### src/rtl/clockworks.sv
// clockworks -- clock and reset conditioning for the SoC core.
//
// Derives a slowed system clock from the board clock by a power-of-two
// divider, so the core can be single-stepped visibly on LEDs. Also generates
// a stretched system reset that is held at power-up and after every reset
// request. The stretched reset is released only on a sys_clk falling edge,
// so it is always stable around the core's rising edges.
//
// Parameters:
//   SLOW        divider exponent 0..24; sys_clk = clk / 2^SLOW (0 = clk itself)
//   RESET_HOLD  sys_clk periods (>= 1) that sys_reset stays high after reset
//
// Ports:
//   clk        in   board clock; every register uses its rising edge
//   reset      in   reset request, synchronous, active-high
//   sys_clk    out  divided clock for the core
//   sys_ce     out  one-clk-cycle pulse just before each sys_clk rising edge
//   sys_reset  out  stretched active-high system reset
module clockworks #(
  parameter int SLOW       = 0,
  parameter int RESET_HOLD = 16
) (
  input  logic clk,
  input  logic reset,
  output logic sys_clk,
  output logic sys_ce,
  output logic sys_reset
);

  localparam int HW = $clog2(RESET_HOLD + 1);
  localparam logic [HW-1:0] HOLD_MAX  = HW'(RESET_HOLD);
  localparam logic [HW-1:0] HOLD_LAST = HW'(RESET_HOLD - 1);

  // True on the clk edge that will drop sys_clk. The stretcher advances only
  // here, which keeps sys_reset transitions on sys_clk falling edges.
  logic fall_event;

  // Power-up values come from the FPGA configuration, so the core is held in
  // reset even if the reset button is never pressed.
  logic [HW-1:0] hold_reg      = '0;
  logic          sys_reset_reg = 1'b1;

  generate
    if (SLOW == 0) begin : g_nodiv
      // No division: the core runs directly on the board clock and every
      // cycle counts as a sys_clk period.
      assign sys_clk    = clk;
      assign sys_ce     = 1'b1;
      assign fall_event = 1'b1;
    end else begin : g_div
      // All ones: last count of the period, sys_clk falls on the next edge.
      localparam logic [SLOW-1:0] DIV_LAST = '1;
      // 2^(SLOW-1)-1: last count of the low half, sys_clk rises next edge.
      localparam logic [SLOW-1:0] DIV_CE   = DIV_LAST >> 1;

      logic [SLOW-1:0] div_reg = '0;

      always_ff @(posedge clk) begin
        if (reset) begin
          div_reg <= '0;
        end else begin
          div_reg <= div_reg + 1'b1;
        end
      end

      // MSB of the counter is a register bit, so sys_clk is glitch-free.
      assign sys_clk    = div_reg[SLOW-1];
      assign sys_ce     = (div_reg == DIV_CE);
      assign fall_event = (div_reg == DIV_LAST);
    end
  endgenerate

  // Reset stretcher: count sys_clk periods since the last reset request and
  // release sys_reset on the edge that completes the RESET_HOLD-th period.
  always_ff @(posedge clk) begin
    if (reset) begin
      hold_reg      <= '0;
      sys_reset_reg <= 1'b1;
    end else if (fall_event) begin
      if (hold_reg < HOLD_MAX) begin
        hold_reg <= hold_reg + 1'b1;
      end
      if (hold_reg == HOLD_LAST) begin
        sys_reset_reg <= 1'b0;
      end
    end
  end

  assign sys_reset = sys_reset_reg;

endmodule

### config.mk
export PLATFORM = sky130hd
export DESIGN_NAME = clockworks
export DESIGN_NICKNAME = d
export VERILOG_FILES = /design/src/rtl/clockworks.sv
export SDC_FILE = /design/constraint.sdc
export NUM_CORES = 1
export LEC_CHECK = 0
export ABC_AREA = 0
export BUFFER_PORTS_ARGS = -buffer_cell sky130_fd_sc_hd__buf_2
export CORE_AREA = 3 3 40 42
export CTS_BUF_LIST = sky130_fd_sc_hd__clkbuf_8 sky130_fd_sc_hd__clkbuf_16
export DETAILED_ROUTE_END_ITERATION = 10
export DIE_AREA = 0 0 43 45
export GPL_TIMING_DRIVEN = 0
export PLACE_DENSITY_LB_ADDON = 0.08
export RECOVER_POWER = 25
export REMOVE_ABC_BUFFERS = 1
export SETUP_SLACK_MARGIN = 0.1
export SYNTH_ARGS = -nofsm -noshare
export SYNTH_HDL_FRONTEND = slang
export SYNTH_SLANG_ARGS = --single-unit
### constraint.sdc
create_clock -name clk -period 1.6 [get_ports clk]
set_input_delay 0.08 -clock clk [delete_from_list [all_inputs] [get_ports clk]]
set_output_delay 0.08 -clock clk [all_outputs]
set_load 0.02 [all_outputs]
==> flow_summary.json, run 1 <==
{
  "final_cell_mix": "clkbuf_8, dfxtp_1, nor2_1",
  "synth_top_cells_by_area": "dfxtp_1, ha_1, xor2_1",
  "criticalPathCategory": "clk2out",
  "count_of_hold_fix_buffers_inserted_at_cts": 0,
  "cts_tree": "yes",
  "worst-path-max-fanout": 2,
  "dieArea_um2": 1935,
  "synth-adder-area-share": 0.09756,
  "mappedNetlistArea_um2": 256.5,
  "hold_violations": 0,
  "ctsResizeCount": 0,
  "yosysSeqAreaShare": 0.4683,
  "synthDominantAreaCellType": "dfxtp_1",
  "layout.cell_area.non_filler_um2": 356.6,
  "postSynthRegisterBits": 6,
  "worstPathRequired_ps": 1520,
  "first_pass_grt_wire_length_um": 683,
  "max-vdd-ir-drop_v": 0.0006735,
  "clk-insertion-delay-late_ps": 320,
  "largest_net_degree_at_the_start_of_global_routing": 7,
  "vias": 192,
  "wire_per_inst_um": 9.688,
  "drcViolationCount": 0,
  "start_util": 0.1996,
  "core_region_area_um2": 1285,
  "rsz0062_at_grt": "no",
  "placer_congestion_estimate": 0.7279,
  "io-pin-count": 5,
  "cp-end-kind": "output port",
  "detailed_place.area_um2": 275.3,
  "synthesized_area_fraction_occupied_by_xor_and_xnor_cells": 0.1024,
  "synth_top_family_by_area": "simple AND/OR/NAND/NOR gates",
  "antenna-diode-count": 0,
  "timing.hold.worst.class": "in2reg",
  "max_ffs_per_register": 5,
  "power_density_nw_per_um2": 1926,
  "synth_simple_gate_area_frac": 0.1415,
  "dr.pass1.iters": 2,
  "area_growth_pct": 39.02,
  "average_vias_per_placed_instance": 4.000,
  "totalWireLength_um": 465,
  "post_syn_area_per_cell_um2": 9.865,
  "antenna_found_initial": 0,
  "final.setup_skew_ps": 0.2625,
  "ys.warnings.count": 0,
  "drive_gt1_frac": 0.2424,
  "die_width_um": 43,
  "timing.final.max_slew_violations": 0,
  "cp.arrival_ps": 1170,
  "first_global_vias": 195,
  "ant_nets": 0,
  "post_cts_setup_buffer_count": 0,
  "grt.overflow.total": 0,
  "placement_rows": 13,
  "yosysTopAreaCellShare": 0.4683,
  "power.leakage_nw": 0.1579,
  "die-height_um": 45,
  "totalNegativeSetupSlack_ps": 0,
  "syn-instance-count": 26,
  "detailedRoute.firstIterationViolations": 3,
  "design.final.nets": 39,
  "synth-compound-area-share": 0.04878,
  "worstSetupStartpointType": "clock port",
  "fillers": 147,
  "synth.mux.area_fraction": 0.03902,
  "placement.io_buffers": 3,
  "status": "completed",
  "cap_viol_max_count": 0,
  "path_clk_slew_ps": 40,
  "report.final.setup_viol": 0,
  "grt.total_usage": 0.06422,
  "synth_cell_types": 14
}
[through the flow]
stage	hold slack (ps)	setup WS, ps	utilization	instances	total power [W]
final	4.885	349.3	0.2775	48	0.0006870
after global routing	18.24	338.1	0.2775	48	0.0007326
after CTS	2.517	342.5	0.2785	48	0.0007050
after floorplan	80.00	484.3	-	24	0.0002081
after detailed placement	214.3	416.9	0.2142	42	0.0002776
after global placement	214.3	433.6	0.2142	42	0.0002760
[worst max-delay path, stage by stage]
cell	delay, ps
clkbuf_8	110
clkbuf_8	120
buf_2	150
[cells in the mapped netlist]
| library cell | count |
|---|---|
| buf_4 | 2 |
| conb_1 | 1 |
| xnor2_1 | 1 |
| inv_1 | 2 |
| a21oi_1 | 1 |
| mux2i_1 | 1 |
| dfxtp_1 | 6 |
| nor2b_1 | 1 |
| nor2_1 | 4 |
| xor2_1 | 2 |
| ha_1 | 2 |
| a21o_1 | 1 |
| nand4b_1 | 1 |
| and3_1 | 1 |
[path summary, 6_finish.rpt]
check                                    to  cells past startpoint         from  slack, ps
worst max-delay path                sys_clk                      3          clk        350
worst min-delay path            hold_reg[4]                      2        reset          5
worst max register to register  hold_reg[4]                      4  hold_reg[0]        420
worst min register to register    sys_reset                      1    sys_reset        450
[power breakdown]
group | internal, W | switching (W) | leakage (nW) | total (W)
clock network | 0.000337 | 0.000133 | 0.0471 | 0.000471
registers | 0.000165 | 0.0000141 | 0.0491 | 0.000180
logic | 0.0000187 | 0.0000179 | 0.0617 | 0.0000366
[routing by layer]
| layer | up-vias | part of all wire | global-route usage |
|---|---|---|---|
| li1 | 94 | - | - |
| met1 | 92 | 0.45 | 0.05085 |
| met2 | 6 | 0.49 | 0.05988 |
| met3 | 0 | 0.060 | 0.06375 |
| met4 | 0 | 0 | 0.1205 |
| met5 | - | 0 | 0 |
[final cells by class]
class | count | area, µm² | share of cell area
well taps | 15 | 18.77 | 0.05263
multi-input cells | 16 | 113.9 | 0.3193
repair buffers | 2 | 8.758 | 0.02456
clock buffers | 7 | 87.58 | 0.2456
inverters | 2 | 7.507 | 0.02105
flip-flops and latches | 6 | 120.1 | 0.3368
[cells by family after synthesis]
logic type                 after synthesis
adders and majority gates                2
and+or+nand+nor                          7
other                                    1
DFF                                      6
AOI/OAI and AO/OA                        2
muxes                                    1
buffers and inverters                    4
xor gates and xnor gates                 3
Power figures use the tool's default switching activity.
==> run 2, diff against run 1 <==
- clock period: 1.6 -> 1.05 ns (I/O delays scaled with it)
==> run 2 against run 1 <==
Effect of this change: the flow now finishes with violations (negative setup slack); wire length up 8.6%; clock power is 65% higher; worst hold slack better by 350 ps; final cell count up 6.3%; worst setup slack got worse by 370 ps; die area did not move; flip-flop and latch count is the same; sequential share of layout area decreased by 4.9 points; largest power group unchanged.
==> flow_summary.json, run 2 (synthesized netlist as in run 1, its figures left out) <==
{
  "violations": "negative setup slack",
  "max_ffs_per_register": 5,
  "vias": 205,
  "cp.arrival_ps": 1280,
  "detailedRoute.firstIterationViolations": 2,
  "timing.hold.worst.class": "clk2out",
  "die-height_um": 45,
  "core_region_area_um2": 1285,
  "worstPathRequired_ps": 1260,
  "dr.pass1.iters": 2,
  "area_of_the_multi_input_gates_um2": 147.6,
  "drcViolationCount": 0,
  "worstSetupStartpointType": "flip-flop",
  "pwr-share-comb": 0.084,
  "share_of_total_power_in_the_clock_network": 0.674,
  "power.leakage_nw": 0.1735,
  "grt.total_usage": 0.06922,
  "placement_rows": 13,
  "detailed_place.area_um2": 275.3,
  "power.switching_fraction": 0.2417,
  "antenna-diode-count": 0,
  "report.final.setup_viol": 1,
  "grt.overflow.total": 0,
  "status": "finished, violations left",
  "layout_min_cycle_time_ps": 1068,
  "place_ws_ps": -133.1,
  "timing.final.crit_share": 1.017,
  "reg2reg_from": "hold_reg[0]",
  "cap_viol_max_count": 0,
  "area_growth_pct": 65.85,
  "wire_per_inst_um": 9.902,
  "final.setup_skew_ps": 0.2721,
  "hold_path_startpoint": "clk",
  "power_density_nw_per_um2": 2707,
  "start_point_of_the_critical_path": "hold_reg[0]",
  "path_clk_slew_ps": 40,
  "netSwitchingPower_w": 0.0002784,
  "largest_net_degree_at_the_start_of_global_routing": 7,
  "criticalPathCategory": "reg2reg",
  "design.final.nets": 42,
  "p_int_w": 0.0008733,
  "share_seq_of_total_power": 0.242,
  "placement.io_buffers": 3,
  "final_cell_mix": "clkbuf_8, nor2_1, dfxtp_1",
  "layout.cell_area.non_filler_um2": 425.4,
  "maxClockFrequency_ghz": 0.9367,
  "die_width_um": 43,
  "start_util": 0.1996,
  "dieArea_um2": 1935,
  "average_vias_per_placed_instance": 4.020,
  "placer_congestion_estimate": 0.7279,
  "drive_gt1_frac": 0.5000,
  "cts_tree": "yes",
  "first_pass_grt_wire_length_um": 765,
  "cp-end-kind": "flip-flop",
  "totalWireLength_um": 505,
  "hold_violations": 0,
  "mostFrequentLayoutCell": "clkbuf_8",
  "final_critical_path_setup_slack_ps": -17.63,
  "worst-path-max-fanout": 2,
  "clk-insertion-delay-late_ps": 320,
  "rsz0062_at_grt": "yes",
  "antenna_found_initial": 0,
  "layout.area.seq_um2": 122.6,
  "max-vdd-ir-drop_v": 0.001049,
  "timing.final.max_slew_violations": 0,
  "ant_nets": 0,
  "io-pin-count": 5,
  "fillers": 138,
  "first_global_vias": 221
}
-- run 2: changes by cell type in the layout (fill, tap and decap cells not counted), sizes merged --
cell         before  now
dlygate4sd3       0    1
clkbuf            7    6
buf               2    5
-- run 2: final timing paths --
kind	to	slack, ps	cells past startpoint
worst max-delay path	hold_reg[4]	-20	4
worst min-delay path	sys_clk	360	3
worst max register to register	hold_reg[4]	-20	4
worst min register to register	sys_reset	440	1
-- run 2: cell type report --
class	count	share of cell area
inverter	2	0.01765
clock buffer	7	0.2206
sequential	6	0.2882
timing repair buffer	5	0.08235
multi-input combinational	16	0.3471
tap	15	0.04412
-- run 2: timing repair --
action,CTS,global route
resized for setup,9,1
gates cloned,0,0
hold endpoints to repair,6,0
pin swaps,4,3
hold buffers,1,0
setup endpoints to repair,4,3
setup buffers,2,0
-- run 2: layer usage --
| layer | share of wire | vias up | GRT usage | routed length [µm] |
|---|---|---|---|---|
| met1 | 0.43 | 99 | 0.05569 | 219 |
| met3 | 0.065 | 0 | 0.06375 | 33 |
| li1 | - | 100 | - | - |
| met4 | 0 | 0 | 0.1205 | 0 |
| met2 | 0.50 | 6 | 0.07186 | 252 |
| met5 | 0 | - | 0 | 0 |
-- run 2: critical path: stages (launching register included) --
cell	delay [ps]
dfxtp_2	330
ha_4	150
and3_4	180
ha_4	260
a21oi_2	40
-- run 2: power by group through the flow --
stage / logic, W / registers (W) / clock network [W]
finish: 0.0000963 / 0.000279 / 0.000776
global route: 0.000108 / 0.000282 / 0.000833
CTS: 0.0000925 / 0.000280 / 0.000801
detailed placement: 0.0000566 / 0.000277 / 0.0000890
global placement: 0.0000550 / 0.000277 / 0.0000890
floorplan: 0.0000454 / 0.000272 / 0
-- run 2: through the flow --
stage               instances    util  hold WS, ps  total power [W]  TNS (ps)
detailed placement         42  0.2142        186.8        0.0004230    -234.1
global route               51  0.3311        369.6         0.001223    -62.47
finish                     51  0.3311        358.0         0.001152    -17.63
global placement           42  0.2142        186.8        0.0004205    -207.7
floorplan                  24       -        52.50        0.0003171    -76.20
CTS                        51  0.3281        364.0         0.001173    -30.43
==> run 3, diff against run 2 <==
==> constraint.sdc (replaced) <==
create_clock -name clk -period 1.05 [get_ports clk]
set_input_delay 0.0525 -clock clk [delete_from_list [all_inputs] [get_ports clk]]
set_output_delay 0.0525 -clock clk [all_outputs]
set_load 0.1 [all_outputs]
==> run 3 against run 2 <==
Effect of this change: the flow still finishes with violations (negative setup slack); worst hold slack got worse by 42 ps; die area unchanged; critical path depth unchanged; clock skew about the same; first-iteration DRC count unchanged; core utilization decreased by 0.19 points; via count decreased by 2.0%; maximum frequency about the same; final area decreased by 0.59%; largest power group unchanged; worst setup slack about the same; largest cell class unchanged; count of clock-buffer cells in the layout decreased by 1.
==> flow_summary.json, run 3 (synthesized netlist as in run 1, its figures left out) <==
{
  "cp.arrival_ps": 1280,
  "grt.total_usage": 0.06255,
  "wire_per_inst_um": 9.640,
  "power_density_nw_per_um2": 3322,
  "start_point_of_the_critical_path": "hold_reg[0]",
  "mostFrequentLayoutCell": "clkbuf_8",
  "vias": 201,
  "placement_rows": 13,
  "power.leakage_nw": 0.1716,
  "antenna_found_initial": 0,
  "average_vias_per_placed_instance": 4.020,
  "rr_endpoint": "hold_reg[4]",
  "fillers": 138,
  "fin_hold_ws_ps": 315.8,
  "largest_net_degree_at_the_start_of_global_routing": 7,
  "start_util": 0.1996,
  "hold_violations": 0,
  "status": "finished, violations left",
  "final_critical_path_setup_slack_ps": -17.64,
  "io-pin-count": 5,
  "path_clk_slew_ps": 40,
  "utilization": 0.3291,
  "design.final.nets": 41,
  "placement.io_buffers": 3,
  "die_width_um": 43,
  "criticalPathCategory": "reg2reg",
  "max-vdd-ir-drop_v": 0.002361,
  "die-height_um": 45,
  "reg2reg_from": "hold_reg[0]",
  "violations": "negative setup slack",
  "worstSetupStartpointType": "flip-flop",
  "grt.overflow.total": 0,
  "cts_tree": "yes",
  "cap_viol_max_count": 0,
  "drcViolationCount": 0,
  "placer_congestion_estimate": 0.7279,
  "timing.hold.worst_path_depth": 2,
  "min_delay_worst_endpoint": "sys_clk",
  "cp-end-kind": "flip-flop",
  "first_global_vias": 213,
  "timing.final.max_slew_violations": 0,
  "dieArea_um2": 1935,
  "timing.final.crit_share": 1.017,
  "layout_min_cycle_time_ps": 1068,
  "timing.hold.worst.class": "clk2out",
  "worst-path-max-fanout": 2,
  "maxClockFrequency_ghz": 0.9366,
  "worstPathRequired_ps": 1260,
  "antenna-diode-count": 0,
  "final.setup_skew_ps": 0.2646,
  "setup.reg_to_reg.worst_slack_ps": -20,
  "totalWireLength_um": 482,
  "clk-insertion-delay-late_ps": 320,
  "core_region_area_um2": 1285,
  "totalNegativeSetupSlack_ps": -17.64,
  "final_cell_mix": "clkbuf_8, nor2_1, dfxtp_1",
  "timing.reg2reg.worst_path_depth": 4,
  "detailedRoute.firstIterationViolations": 2,
  "ant_nets": 0,
  "rsz0062_at_grt": "yes",
  "max_ffs_per_register": 5,
  "drive_gt1_frac": 0.4857,
  "hold_path_startpoint": "clk",
  "dr.pass1.iters": 2,
  "report.final.setup_viol": 1,
  "area_growth_pct": 64.88,
  "first_pass_grt_wire_length_um": 724
}
==> run 3: routing by layer <==
| layer | global-route usage | wire length [µm] | vias to the layer above |
|---|---|---|---|
| li1 | - | - | 98 |
| met1 | 0.05569 | 210 | 97 |
| met2 | 0.07186 | 232 | 6 |
| met3 | 0.06375 | 39 | 0 |
| met4 | 0.07229 | 0 | 0 |
| met5 | 0 | 0 | - |
==> run 3: stage by stage <==
stage / setup WS (ps) / power (W) / cells / cell area [µm²]
6_report: -17.64 / 0.001405 / 50 / 422.9
5_1_grt: -31.80 / 0.001467 / 50 / 422.9
4_1_cts: -15.85 / 0.001419 / 50 / 419.2
3_5_place_dp: -133.1 / 0.0006816 / 42 / 275.3
3_3_place_gp: -116.4 / 0.0006791 / 42 / 275.3
2_1_floorplan: -122.0 / 0.0003294 / 24 / 241.5
==> run 3: final cells by class <==
class                      instances  area [µm²]  share of cell area
clock buffer                       6       88.84              0.2101
multi-input combinational         16       147.6              0.3491
inverter                           2       7.507             0.01775
timing repair buffer               5       37.54             0.08876
sequential                         6       122.6              0.2899
tap                               15       18.77             0.04438
==> run 3: critical path: stages, from the launching register on <==
cell and delay, ps:
dfxtp_2 330, ha_4 150, and3_4 180, ha_4 260, a21oi_2 40
==> run 3: worst max-delay path by stage <==
stage | endpoint | depth (start not counted)
floorplan | sys_reset | 1
global placement | hold_reg[4] | 4
detailed placement | hold_reg[4] | 4
CTS | sys_reset | 5
global route | sys_reset | 5
finish | hold_reg[4] | 4
==> run 3: power by group <==
group          switching (W)  total (W)  internal, W
Sequential         0.0000239   0.000279     0.000255
Clock               0.000455    0.00102     0.000563
Combinational      0.0000528   0.000109    0.0000558
==> run 3: repair_timing <==
action                                  CTS  global route
pin swaps                                 4             3
hold buffers                              1             0
gates resized for setup                  12             1
setup buffers                             2             0
endpoints found under the setup margin    5             4
endpoints found under the hold margin     6             0
